$ cat src/rtl/reg_writeback_buffer_if.sv
// reg_writeback_buffer_if
//   Bundles the signals of the register-file writeback buffer.
//   - wb_*     : writeback requests from MEM/WB (valid/ready handshake)
//   - rf_*     : drain port toward the register-file write inputs
//   - Rs1/Rs2  : ID-stage read indices; byp*_hit/byp*_data return pending values
//   - count    : number of entries currently held
//   Modports: master = pipeline/register-file side, slave = the buffer itself.
interface reg_writeback_buffer_if #(
  parameter int XLEN = 32,
  parameter int AW   = 5
);
  logic            wb_valid;
  logic            wb_ready;
  logic [AW-1:0]   wb_rd;
  logic [XLEN-1:0] wb_data;
  logic            rf_ready;
  logic            rf_we;
  logic [AW-1:0]   rf_rd;
  logic [XLEN-1:0] rf_wdata;
  logic [AW-1:0]   Rs1;
  logic [AW-1:0]   Rs2;
  logic            byp1_hit;
  logic [XLEN-1:0] byp1_data;
  logic            byp2_hit;
  logic [XLEN-1:0] byp2_data;
  logic [AW:0]     count;

  modport master (
    output wb_valid, wb_rd, wb_data, rf_ready, Rs1, Rs2,
    input  wb_ready, rf_we, rf_rd, rf_wdata, byp1_hit, byp1_data, byp2_hit, byp2_data, count
  );

  modport slave (
    input  wb_valid, wb_rd, wb_data, rf_ready, Rs1, Rs2,
    output wb_ready, rf_we, rf_rd, rf_wdata, byp1_hit, byp1_data, byp2_hit, byp2_data, count
  );
endinterface

$ cat src/rtl/reg_writeback_buffer.sv
// reg_writeback_buffer
//   Write side of the 32x32 integer register file. Writeback requests are queued in a
//   DEPTH-entry FIFO and drained one per cycle into the register-file write port, with a
//   read-bypass lookup so ID-stage reads see values that have not drained yet.
// Ports
//   clk  : rising-edge clock
//   rst  : asynchronous, active-high reset (discards all pending entries)
//   bus  : reg_writeback_buffer_if.slave (wb handshake, rf drain port, bypass, count)
// Build option
//   WB_COALESCE_EN : a push whose rd matches a pending non-head entry overwrites that
//                    entry's data in place instead of allocating; such a push is accepted
//                    even when the buffer is full.
//
// state  | meaning
// IDLE   | buffer empty, rf_we low
// DRAIN  | at least one entry pending, head presented on rf_* (FULL = DRAIN with wb_ready low)
module reg_writeback_buffer #(
  parameter int XLEN  = 32,
  parameter int AW    = 5,
  parameter int DEPTH = 4
) (
  input  logic                  clk,
  input  logic                  rst,
  reg_writeback_buffer_if.slave bus
);
  localparam int PW = $clog2(DEPTH);
  localparam logic [0:0] ST_IDLE  = 1'b0;
  localparam logic [0:0] ST_DRAIN = 1'b1;
  localparam logic [PW:0] FULL_CNT = (PW+1)'(DEPTH);

  logic [AW-1:0]   rd_mem   [DEPTH];
  logic [XLEN-1:0] data_mem [DEPTH];

  logic [PW-1:0] head_q, head_d, tail_q, tail_d;
  logic [PW:0]   count_q, count_d;
  logic [0:0]    state_q, state_d;
  logic          full, accept, pop, alloc, coal, rf_we;
  logic [PW-1:0] b_idx;

  assign full   = (count_q == FULL_CNT);
  assign rf_we  = (state_q == ST_DRAIN);
  assign pop    = rf_we && bus.rf_ready;
  // x0 requests complete the handshake but never enter the buffer
  assign accept = bus.wb_valid && bus.wb_ready && (bus.wb_rd != '0);
  assign alloc  = accept && !coal;

`ifdef WB_COALESCE_EN
  logic          coal_hit;
  logic [PW-1:0] coal_idx, c_idx;

  // Youngest pending match excluding the head; the head may be draining this cycle,
  // so a write to its rd must queue behind it.
  always_comb begin
    coal_hit = 1'b0;
    coal_idx = '0;
    c_idx    = '0;
    for (int i = 1; i < DEPTH; i++) begin
      c_idx = head_q + PW'(i);
      if (i < int'(count_q) && rd_mem[c_idx] == bus.wb_rd && bus.wb_rd != '0) begin
        coal_hit = 1'b1;
        coal_idx = c_idx;
      end
    end
  end

  assign bus.wb_ready = !full || coal_hit;
  assign coal         = accept && coal_hit;
`else
  assign bus.wb_ready = !full;
  assign coal         = 1'b0;
`endif

  always_comb begin
    head_d  = pop   ? head_q + 1'b1 : head_q;
    tail_d  = alloc ? tail_q + 1'b1 : tail_q;
    count_d = count_q + (PW+1)'(alloc) - (PW+1)'(pop);
    state_d = (count_d != '0) ? ST_DRAIN : ST_IDLE;
  end

  always_ff @(posedge clk or posedge rst) begin
    if (rst) begin
      head_q  <= '0;
      tail_q  <= '0;
      count_q <= '0;
      state_q <= ST_IDLE;
    end else begin
      head_q  <= head_d;
      tail_q  <= tail_d;
      count_q <= count_d;
      state_q <= state_d;
    end
  end

  // Entry storage carries no reset; validity is tracked by head/count alone.
  always_ff @(posedge clk) begin
    if (alloc) begin
      rd_mem[tail_q]   <= bus.wb_rd;
      data_mem[tail_q] <= bus.wb_data;
    end
`ifdef WB_COALESCE_EN
    else if (coal) begin
      data_mem[coal_idx] <= bus.wb_data;
    end
`endif
  end

  // Drain port is a pure function of registered state; gated to zero when empty.
  assign bus.rf_we    = rf_we;
  assign bus.rf_rd    = rf_we ? rd_mem[head_q]   : '0;
  assign bus.rf_wdata = rf_we ? data_mem[head_q] : '0;
  assign bus.count    = (AW+1)'(count_q);

  // Scan oldest to youngest so the youngest match wins.
  always_comb begin
    bus.byp1_hit  = 1'b0;
    bus.byp1_data = '0;
    bus.byp2_hit  = 1'b0;
    bus.byp2_data = '0;
    b_idx         = '0;
    for (int i = 0; i < DEPTH; i++) begin
      b_idx = head_q + PW'(i);
      if (i < int'(count_q)) begin
        if (bus.Rs1 != '0 && rd_mem[b_idx] == bus.Rs1) begin
          bus.byp1_hit  = 1'b1;
          bus.byp1_data = data_mem[b_idx];
        end
        if (bus.Rs2 != '0 && rd_mem[b_idx] == bus.Rs2) begin
          bus.byp2_hit  = 1'b1;
          bus.byp2_data = data_mem[b_idx];
        end
      end
    end
  end
endmodule

$ cat src/flat_wrapper.sv
// flat-port wrapper written by rule: the top's interface ports become plain ports
module reg_writeback_buffer_flat 
#(
  parameter int XLEN  = 32,
  parameter int AW    = 5,
  parameter int DEPTH = 4
)
  (clk, rst, bus_wb_valid, bus_wb_rd, bus_wb_data, bus_rf_ready, bus_Rs1, bus_Rs2, bus_wb_ready, bus_rf_we, bus_rf_rd, bus_rf_wdata, bus_byp1_hit, bus_byp1_data, bus_byp2_hit, bus_byp2_data, bus_count);
  reg_writeback_buffer_if #(.XLEN(XLEN), .AW(AW)) bus_i ();
  input  logic clk;
  input  logic rst;
  input wire logic [$bits(bus_i.wb_valid)-1:0] bus_wb_valid;
  input wire logic [$bits(bus_i.wb_rd)-1:0] bus_wb_rd;
  input wire logic [$bits(bus_i.wb_data)-1:0] bus_wb_data;
  input wire logic [$bits(bus_i.rf_ready)-1:0] bus_rf_ready;
  input wire logic [$bits(bus_i.Rs1)-1:0] bus_Rs1;
  input wire logic [$bits(bus_i.Rs2)-1:0] bus_Rs2;
  output wire logic [$bits(bus_i.wb_ready)-1:0] bus_wb_ready;
  output wire logic [$bits(bus_i.rf_we)-1:0] bus_rf_we;
  output wire logic [$bits(bus_i.rf_rd)-1:0] bus_rf_rd;
  output wire logic [$bits(bus_i.rf_wdata)-1:0] bus_rf_wdata;
  output wire logic [$bits(bus_i.byp1_hit)-1:0] bus_byp1_hit;
  output wire logic [$bits(bus_i.byp1_data)-1:0] bus_byp1_data;
  output wire logic [$bits(bus_i.byp2_hit)-1:0] bus_byp2_hit;
  output wire logic [$bits(bus_i.byp2_data)-1:0] bus_byp2_data;
  output wire logic [$bits(bus_i.count)-1:0] bus_count;
  assign bus_i.wb_valid = bus_wb_valid;
  assign bus_i.wb_rd = bus_wb_rd;
  assign bus_i.wb_data = bus_wb_data;
  assign bus_i.rf_ready = bus_rf_ready;
  assign bus_i.Rs1 = bus_Rs1;
  assign bus_i.Rs2 = bus_Rs2;
  assign bus_wb_ready = bus_i.wb_ready;
  assign bus_rf_we = bus_i.rf_we;
  assign bus_rf_rd = bus_i.rf_rd;
  assign bus_rf_wdata = bus_i.rf_wdata;
  assign bus_byp1_hit = bus_i.byp1_hit;
  assign bus_byp1_data = bus_i.byp1_data;
  assign bus_byp2_hit = bus_i.byp2_hit;
  assign bus_byp2_data = bus_i.byp2_data;
  assign bus_count = bus_i.count;
  reg_writeback_buffer #(.XLEN(XLEN), .AW(AW), .DEPTH(DEPTH)) u_core (.clk(clk), .rst(rst), .bus(bus_i));
endmodule
$ cat config.mk
export PLATFORM = sky130hd
export DESIGN_NAME = reg_writeback_buffer_flat
export DESIGN_NICKNAME = d
export VERILOG_FILES = /design/src/rtl/reg_writeback_buffer_if.sv /design/src/rtl/reg_writeback_buffer.sv /design/src/flat_wrapper.sv
export SDC_FILE = /design/constraint.sdc
export NUM_CORES = 1
export LEC_CHECK = 0
export BUFFER_PORTS_ARGS = -buffer_cell sky130_fd_sc_hd__buf_4
export CELL_PAD_IN_SITES_DETAIL_PLACEMENT = 1
export CELL_PAD_IN_SITES_GLOBAL_PLACEMENT = 2
export CORE_ASPECT_RATIO = 1.1
export CORE_MARGIN = 1.5
export CORE_UTILIZATION = 25
export DETAILED_ROUTE_END_ITERATION = 8
export HOLD_SLACK_MARGIN = 0.15
export PLACE_DENSITY = 0.63
export SYNTH_ARGS = -nofsm -noshare
export SYNTH_HDL_FRONTEND = slang
export SYNTH_SLANG_ARGS = --single-unit
export TNS_END_PERCENT = 30
$ cat constraint.sdc
create_clock -name clk -period 3.3 [get_ports clk]
set_input_delay 0.33 -clock clk [delete_from_list [all_inputs] [get_ports clk]]
set_output_delay 0.33 -clock clk [all_outputs]
set_load 0.005 [all_outputs]
==> run metrics, run 1 <==
outcome=finished, violations left; failing checks=negative setup slack; most frequent cells in the layout=buf_4, edfxtp_1, nand2_1, mux2i_1, nor2_1; Finished Cell Area=0.0173 sq mm; Detailed Routing Iterations Pass 1=4; number of nets with antenna violations after routing=0; final setup violation count=66; H-tree lvl count=4; DP Area=0.0138 sq mm; Fin Clk Skew=0.00986 ns; clock tree from TritonCTS=yes; # DRC=0; leading cell type in the layout, fill and taps excluded=buf_4; DPL Wire Length=29,400 um; crit start category=flop; Async SR Flop Fraction=0.0513; # fillers=4,948; Slew headroom=0.576; final worst path period share=1.09; Root Driver=clkbuf_16; Num CTS Buffers=17; static leakage=6.51 nW; Peak VDD IR=0.000429 V; flop2flop setup slack=0.74 ns; wire length per cell=24.9 um; Final Hold Fails=0; first-pass GRT wire length=70,400 um; worst r2r dst=u_core.bus.rf_we; Worst setup EP type=output pin; num ports=162; Die W=209 um; number of antenna violations at the first check in global routing=1; GPL Wtd Cong=0.796; Vert. Die Dim=229 um; worst-path maximum fanout=7; worst hold path stage count=3; Distinct cells, synth=47; top post-synthesis cells by area=edfxtp_1, mux2i_1, mux2_2; worst min path class=in -> reg; Avg Inst Size Synth=9.80 sq um; largest net degree at the start of global routing=77; Tmin final=3.59 ns; Port-buffer cells=158; CP required=2.97 ns; vias=10.9k; Core Box Area=0.0458 sq mm; Synth top area share=0.382; worst-case hold path end point=u_core.head_q[0]; max incr delay on CP=0.58 ns; fmax=278 MHz; Synth Register Bits=156; layout cells sized above 1=0.421; Initial Util=0.254; r2r startpoint=u_core.count_q[2]; EDFF count, synth=148; via/cell ratio=5.39; Synth Flop Type=edfxtp_1; post-synthesis sequential area ratio=0.400; pre-CTS setup slack=-0.00550 ns; RSZ-0062 raised after global routing=true; Pins Over Slew Limit=0; R2R cell count=9; Clock Pin Slew Worst Setup and Hold Paths=0.06 ns; DRC violation total after the first TritonRoute iteration=549; leading area contributor after synthesis=edfxtp_1; PwrDens=927 mW/mm^2; die area=0.0478 sq mm; fin cells=2,018; crit-path cells=buf_12 > mux4_2 > xor2_2 > nor4_4 > and2_4 > o21ba_4 > buf_6 > buf_16 > a31oi_2 > buf_4; vias in the first global route=11.2k; grt total ovfl=0; mapped cell area=0.0116 sq mm; Layout area overhead=48.7%; DP Cell Count=1,881; GRT Total Usage=0.197; Worst Tran Pin Value=0.636 ns; Min-Delay Startpoint=bus_rf_ready; Sink Count=156; Yosys warnings=0; worst setup margin=-0.292 ns; Critical Path AT=3.26 ns; Max Cap Viol=0; Worst path slowest cell=mux4_2; kind of critical path=reg -> out; Routed WL=50,300 um; num rows=82; post-layout net count=1,476; clock latency on the worst-skew pair=0.45 ns; Post-Synthesis Cells=1,186; clock buffer depth=2
## worst max-delay path, delay by kind of cell, from the launching register on
kind / cells / cell delay (ns)
buf+inv: 4 / 0.60
mux: 1 / 0.58
flops: 1 / 0.53
simple gates: 2 / 0.51
compound gates: 2 / 0.39
xor+xnor: 1 / 0.19
## per-stage QoR
step | power (mW) | hold slack, ns | util | setup TNS [ns]
finish | 16.0 | 0.272 | 0.378 | -14.39
global route | 16.9 | 0.297 | 0.378 | -20.05
CTS | 15.3 | 0.255 | 0.356 | -13.77
detailed placement | 11.9 | 0.318 | 0.302 | -0.00550
global placement | 11.8 | 0.329 | 0.302 | -0.0416
floorplan | 8.15 | 0.146 | - | 0
## per-layer routing
metal,GRT usage,wire length (um),part of all wire,vias to the layer above
li1,-,-,-,4951
met1,0.251,21100,0.42,5499
met2,0.335,25000,0.50,336
met3,0.0221,2190,0.044,88
met4,0.0890,1960,0.039,0
met5,0,0,0,-
## cell type report
cell class | instances | area [sq um] | share of cell area
tap | 588 | 736 | 0.0426
antenna | 1 | 2.50 | 0.000145
clock inverter | 14 | 193 | 0.0112
clock buffer | 18 | 429 | 0.0248
sequential | 156 | 4650 | 0.269
multi-input combinational | 893 | 7670 | 0.444
inverter | 10 | 40.0 | 0.00232
timing repair buffer | 338 | 3560 | 0.206
## timing repair
| action | in CTS | in global routing |
|---|---|---|
| gates cloned | 11 | 13 |
| hold buffers | 38 | 0 |
| setup buffers | 27 | 17 |
| pin swaps | 20 | 36 |
| endpoints found under the setup margin | 66 | 66 |
| resized for setup | 160 | 94 |
| endpoints found under the hold margin | 156 | 0 |
## how the worst max path moves through the flow
stage	from	to	slack (ns)
after detailed placement	u_core.head_q[0]	bus_byp1_data[31]	-0.006
final	u_core.head_q[1]	bus_byp2_data[19]	-0.29
after CTS	u_core.head_q[0]	bus_byp1_data[16]	-0.30
after global routing	u_core.head_q[1]	bus_byp2_data[29]	-0.38
after floorplan	u_core.head_q[0]	bus_byp1_data[10]	0.56
after global placement	u_core.head_q[0]	bus_byp1_data[31]	-0.04
## sequential cells by signal, indices dropped and copies added, names as in the netlist
register and flops:
u_core.bus.rf_we 1, u_core.count_q 3, u_core.data_mem 128, u_core.head_q 2, u_core.rd_mem 20, u_core.tail_q 2
## cell families (layout without fill, tap and decap cells)
family | after synthesis | in the layout | synth area share
and+or+nand+nor | 399 | 399 | 0.175
AOI/OAI and AO/OA | 276 | 276 | 0.159
muxes | 162 | 162 | 0.165
DFF | 156 | 156 | 0.400
buffers and inverters | 139 | 380 | 0.0576
xor gates and xnor gates | 44 | 44 | 0.0332
adders and majority gates | 9 | 9 | 0.0103
other | 1 | 4 | 0.000323
## power by group
group	switching (mW)	internal [mW]	leakage [nW]	total [mW]
Sequential	0.243	2.63	1.44	2.87
Clock	0.819	1.27	0.300	2.08
Combinational	6.31	4.75	4.77	11.1
## cell usage after synthesis, types with 37 or more instances
| cell | instances |
|---|---|
| a31oi_1 | 64 |
| mux2i_1 | 78 |
| mux2_2 | 66 |
| nand3_1 | 78 |
| clkbuf_1 | 73 |
| nor3_1 | 37 |
| and2_1 | 44 |
| a21oi_1 | 69 |
| nor2_1 | 70 |
| o41ai_1 | 37 |
| o21ai_0 | 64 |
| nand2_1 | 73 |
| edfxtp_1 | 148 |
No activity file was read; power rests on OpenSTA's default activity.
==> inputs of run 2 (changes only) <==
--- a/config.mk
+++ b/config.mk
@@ -5,6 +5,7 @@
 export SDC_FILE = /design/constraint.sdc
 export NUM_CORES = 1
 export LEC_CHECK = 0
+export ABC_AREA = 1
 export BUFFER_PORTS_ARGS = -buffer_cell sky130_fd_sc_hd__buf_4
 export CELL_PAD_IN_SITES_DETAIL_PLACEMENT = 1
 export CELL_PAD_IN_SITES_GLOBAL_PLACEMENT = 2
@@ -13,7 +14,7 @@
 export CORE_UTILIZATION = 25
 export DETAILED_ROUTE_END_ITERATION = 8
 export HOLD_SLACK_MARGIN = 0.15
-export PLACE_DENSITY = 0.63
+export PLACE_DENSITY = 0.71
 export SYNTH_ARGS = -nofsm -noshare
 export SYNTH_HDL_FRONTEND = slang
 export SYNTH_SLANG_ARGS = --single-unit
==> run 2 against run 1 <==
Against the previous run:
- the flow now finishes without violations
- setup slack better by 0.41 ns
- final cell count is 33% higher
- non-clock buffer count is 74 lower
- maximum frequency is 13% higher
- flip-flop and latch count stayed put
- die area is 5.6% higher
- largest cell class unchanged
- largest power group unchanged
==> run metrics, run 2 <==
Synth top area share=0.362; DP Area=0.0140 sq mm; layout cells sized above 1=0.149; most frequent cells in the layout=nand2_1, nor2_1, o21ai_0; TNS Setup=0 ns; static leakage=7.06 nW; number of flip-flops in the largest register=128; leading cell type in the layout, fill and taps excluded=nand2_1; fmax=314 MHz; number of antenna violations at the first check in global routing=0; Die W=214 um; Final Hold Fails=0; top post-synthesis cells by area=edfxtp_1, nand2_1, o21ai_0; largest net degree at the start of global routing=113; first-pass GRT wire length=74,400 um; Distinct cells, synth=32; Num CTS Buffers=17; Finished Cell Area=0.0154 sq mm; Layout area overhead=25.5%; Avg Inst Size Synth=6.52 sq um; post-layout net count=2,096; top-count cell post-synth=nand2_1; Detailed Routing Iterations Pass 1=4; kind of critical path=reg -> out; Async SR Flop Fraction=0.0513; antenna cells=0; CP required=2.97 ns; area of the multi-input gates=0.00642 sq mm; GRT Total Usage=0.190; Root Driver=clkbuf_16; clock tree from TritonCTS=yes; worst-path maximum fanout=32; Max Cap Viol=0; final worst path period share=0.964; outcome=finished, final reports clean; # fillers=6,123; GPL Wtd Cong=0.796; Yosys warnings=0; crit start category=flop; DRC violation total after the first TritonRoute iteration=698; worst min path class=in -> reg; EDFF count, synth=148; top flop regs=u_core.data_mem (128), u_core.rd_mem (20), u_core.count_q (3); PwrDens=1010 mW/mm^2; Peak VDD IR=0.000489 V; Port-buffer cells=158; H-tree lvl count=4; Clock Pin Slew Worst Setup and Hold Paths=0.06 ns; mapped cell area=0.0123 sq mm; Tmin final=3.18 ns; num rows=84; Synth Register Bits=156; vias in the first global route=13.0k; number of nets with antenna violations after routing=0; Post-synth top cells=nand2_1, nor2_1, o21ai_0; via/cell ratio=4.71; Critical Path AT=2.85 ns; clock latency on the worst-skew pair=0.46 ns; flop2flop setup slack=1.08 ns; num ports=162; clock buffer depth=2; fin util=0.320; grt total ovfl=0; final setup violation count=0; # DRC=0; Sink Count=156; largest register by flop count=u_core.data_mem; Pins Over Slew Limit=0; Synth Flop Type=edfxtp_1; DPL Wire Length=34,000 um; Worst setup EP type=output pin; Slew headroom=0.510; FF+latch area=0.00465 sq mm; wire length per cell=18.2 um; Vert. Die Dim=235 um; leading area contributor after synthesis=edfxtp_1; Core Box Area=0.0481 sq mm; Post-Synthesis Cells=1,882; vias=12.7k; Worst Tran Pin Value=0.734 ns; Initial Util=0.255; die area=0.0504 sq mm; post-synthesis sequential area ratio=0.378; Fin Clk Skew=0.0116 ns; Routed WL=49,000 um
==> run 2: cell types whose count changed after synthesis, sizes merged, moves of 47 or more <==
cell and delta:
nand2 +585, o21ai +206, nor2 +200, inv +164, mux2i -78, mux2 -67, a31oi -64, nand4 +64
a21oi -63, nand3 +47
==> run 2: cells by family after synthesis <==
| group | after synthesis | synth area share |
|---|---|---|
| DFF | 156 | 0.378 |
| adders and majority gates | 9 | 0.00979 |
| AOI/OAI and AO/OA | 277 | 0.114 |
| other | 1 | 0.000305 |
| buffers and inverters | 305 | 0.115 |
| and+or+nand+nor | 1124 | 0.376 |
| xor gates and xnor gates | 10 | 0.00713 |
==> run 2: worst paths after layout <==
| path | start | end | cells past startpoint |
|---|---|---|---|
| setup reg to reg | u_core.count_q[1] | u_core.bus.rf_we | 10 |
| max in group asynchronous | rst | u_core.head_q[0] | 3 |
| min in group asynchronous | rst | u_core.tail_q[0] | 3 |
| hold reg to reg | u_core.tail_q[1] | u_core.tail_q[1] | 2 |
| setup / recovery | u_core.head_q[0] | bus_byp1_data[2] | 15 |
| hold / removal | bus_rf_ready | u_core.head_q[0] | 3 |
==> run 2: what timing repair did <==
action                                  in CTS  in global routing
pin swaps                                    2                  8
hold buffers                                38                  0
setup buffers                                4                 13
gates cloned                                 0                  5
gates resized for setup                     11                 46
endpoints found under the hold margin      156                  0
endpoints found under the setup margin      67                 67
==> run 2: cell type report <==
class / count / share of cell area
multi-input combinational: 1423 / 0.417
sequential: 156 / 0.302
clock buffer: 19 / 0.0281
timing repair buffer: 264 / 0.152
clock inverter: 13 / 0.00609
tap: 645 / 0.0524
inverter: 174 / 0.0430
==> run 2: power breakdown <==
part	total, mW	leakage, nW	internal, mW	switching, mW
registers	2.82	1.44	2.62	0.192
clock network	1.83	0.241	0.960	0.868
logic	10.9	5.37	3.65	7.20
total	15.5	7.06	7.24	8.26
==> run 2: stage by stage <==
stage,cells,power [mW],hold slack [ns],setup WS [ns]
after detailed placement,2602,13.2,0.336,0.254
after CTS,2676,15.2,0.210,0.0191
after global placement,2602,13.0,0.326,0.311
after global routing,2694,16.9,0.261,-0.0258
final,2694,15.5,0.228,0.120
after floorplan,1884,9.10,0.146,0.506
==> run 2: routing by layer <==
layer,up-vias,GRT usage,routed length (um)
met3,43,0.0233,1450
met4,0,0.0568,889
met2,206,0.335,24200
met5,-,0,0
li1,6370,-,-
met1,6069,0.241,22500
==> run 2: worst max-delay path, cell delays in order (launching register included) <==
cell and delay, ns:
dfrtp_4 0.54, buf_12 0.17, nand2_4 0.09, nand2_8 0.09, buf_4 0.16, o21ai_4 0.19, inv_2 0.06, a21oi_1 0.16
o21ai_2 0.12, nor2_4 0.12, buf_4 0.13, buf_12 0.20, nor2_1 0.07, nand2_1 0.07, nand2_1 0.07, buf_4 0.14
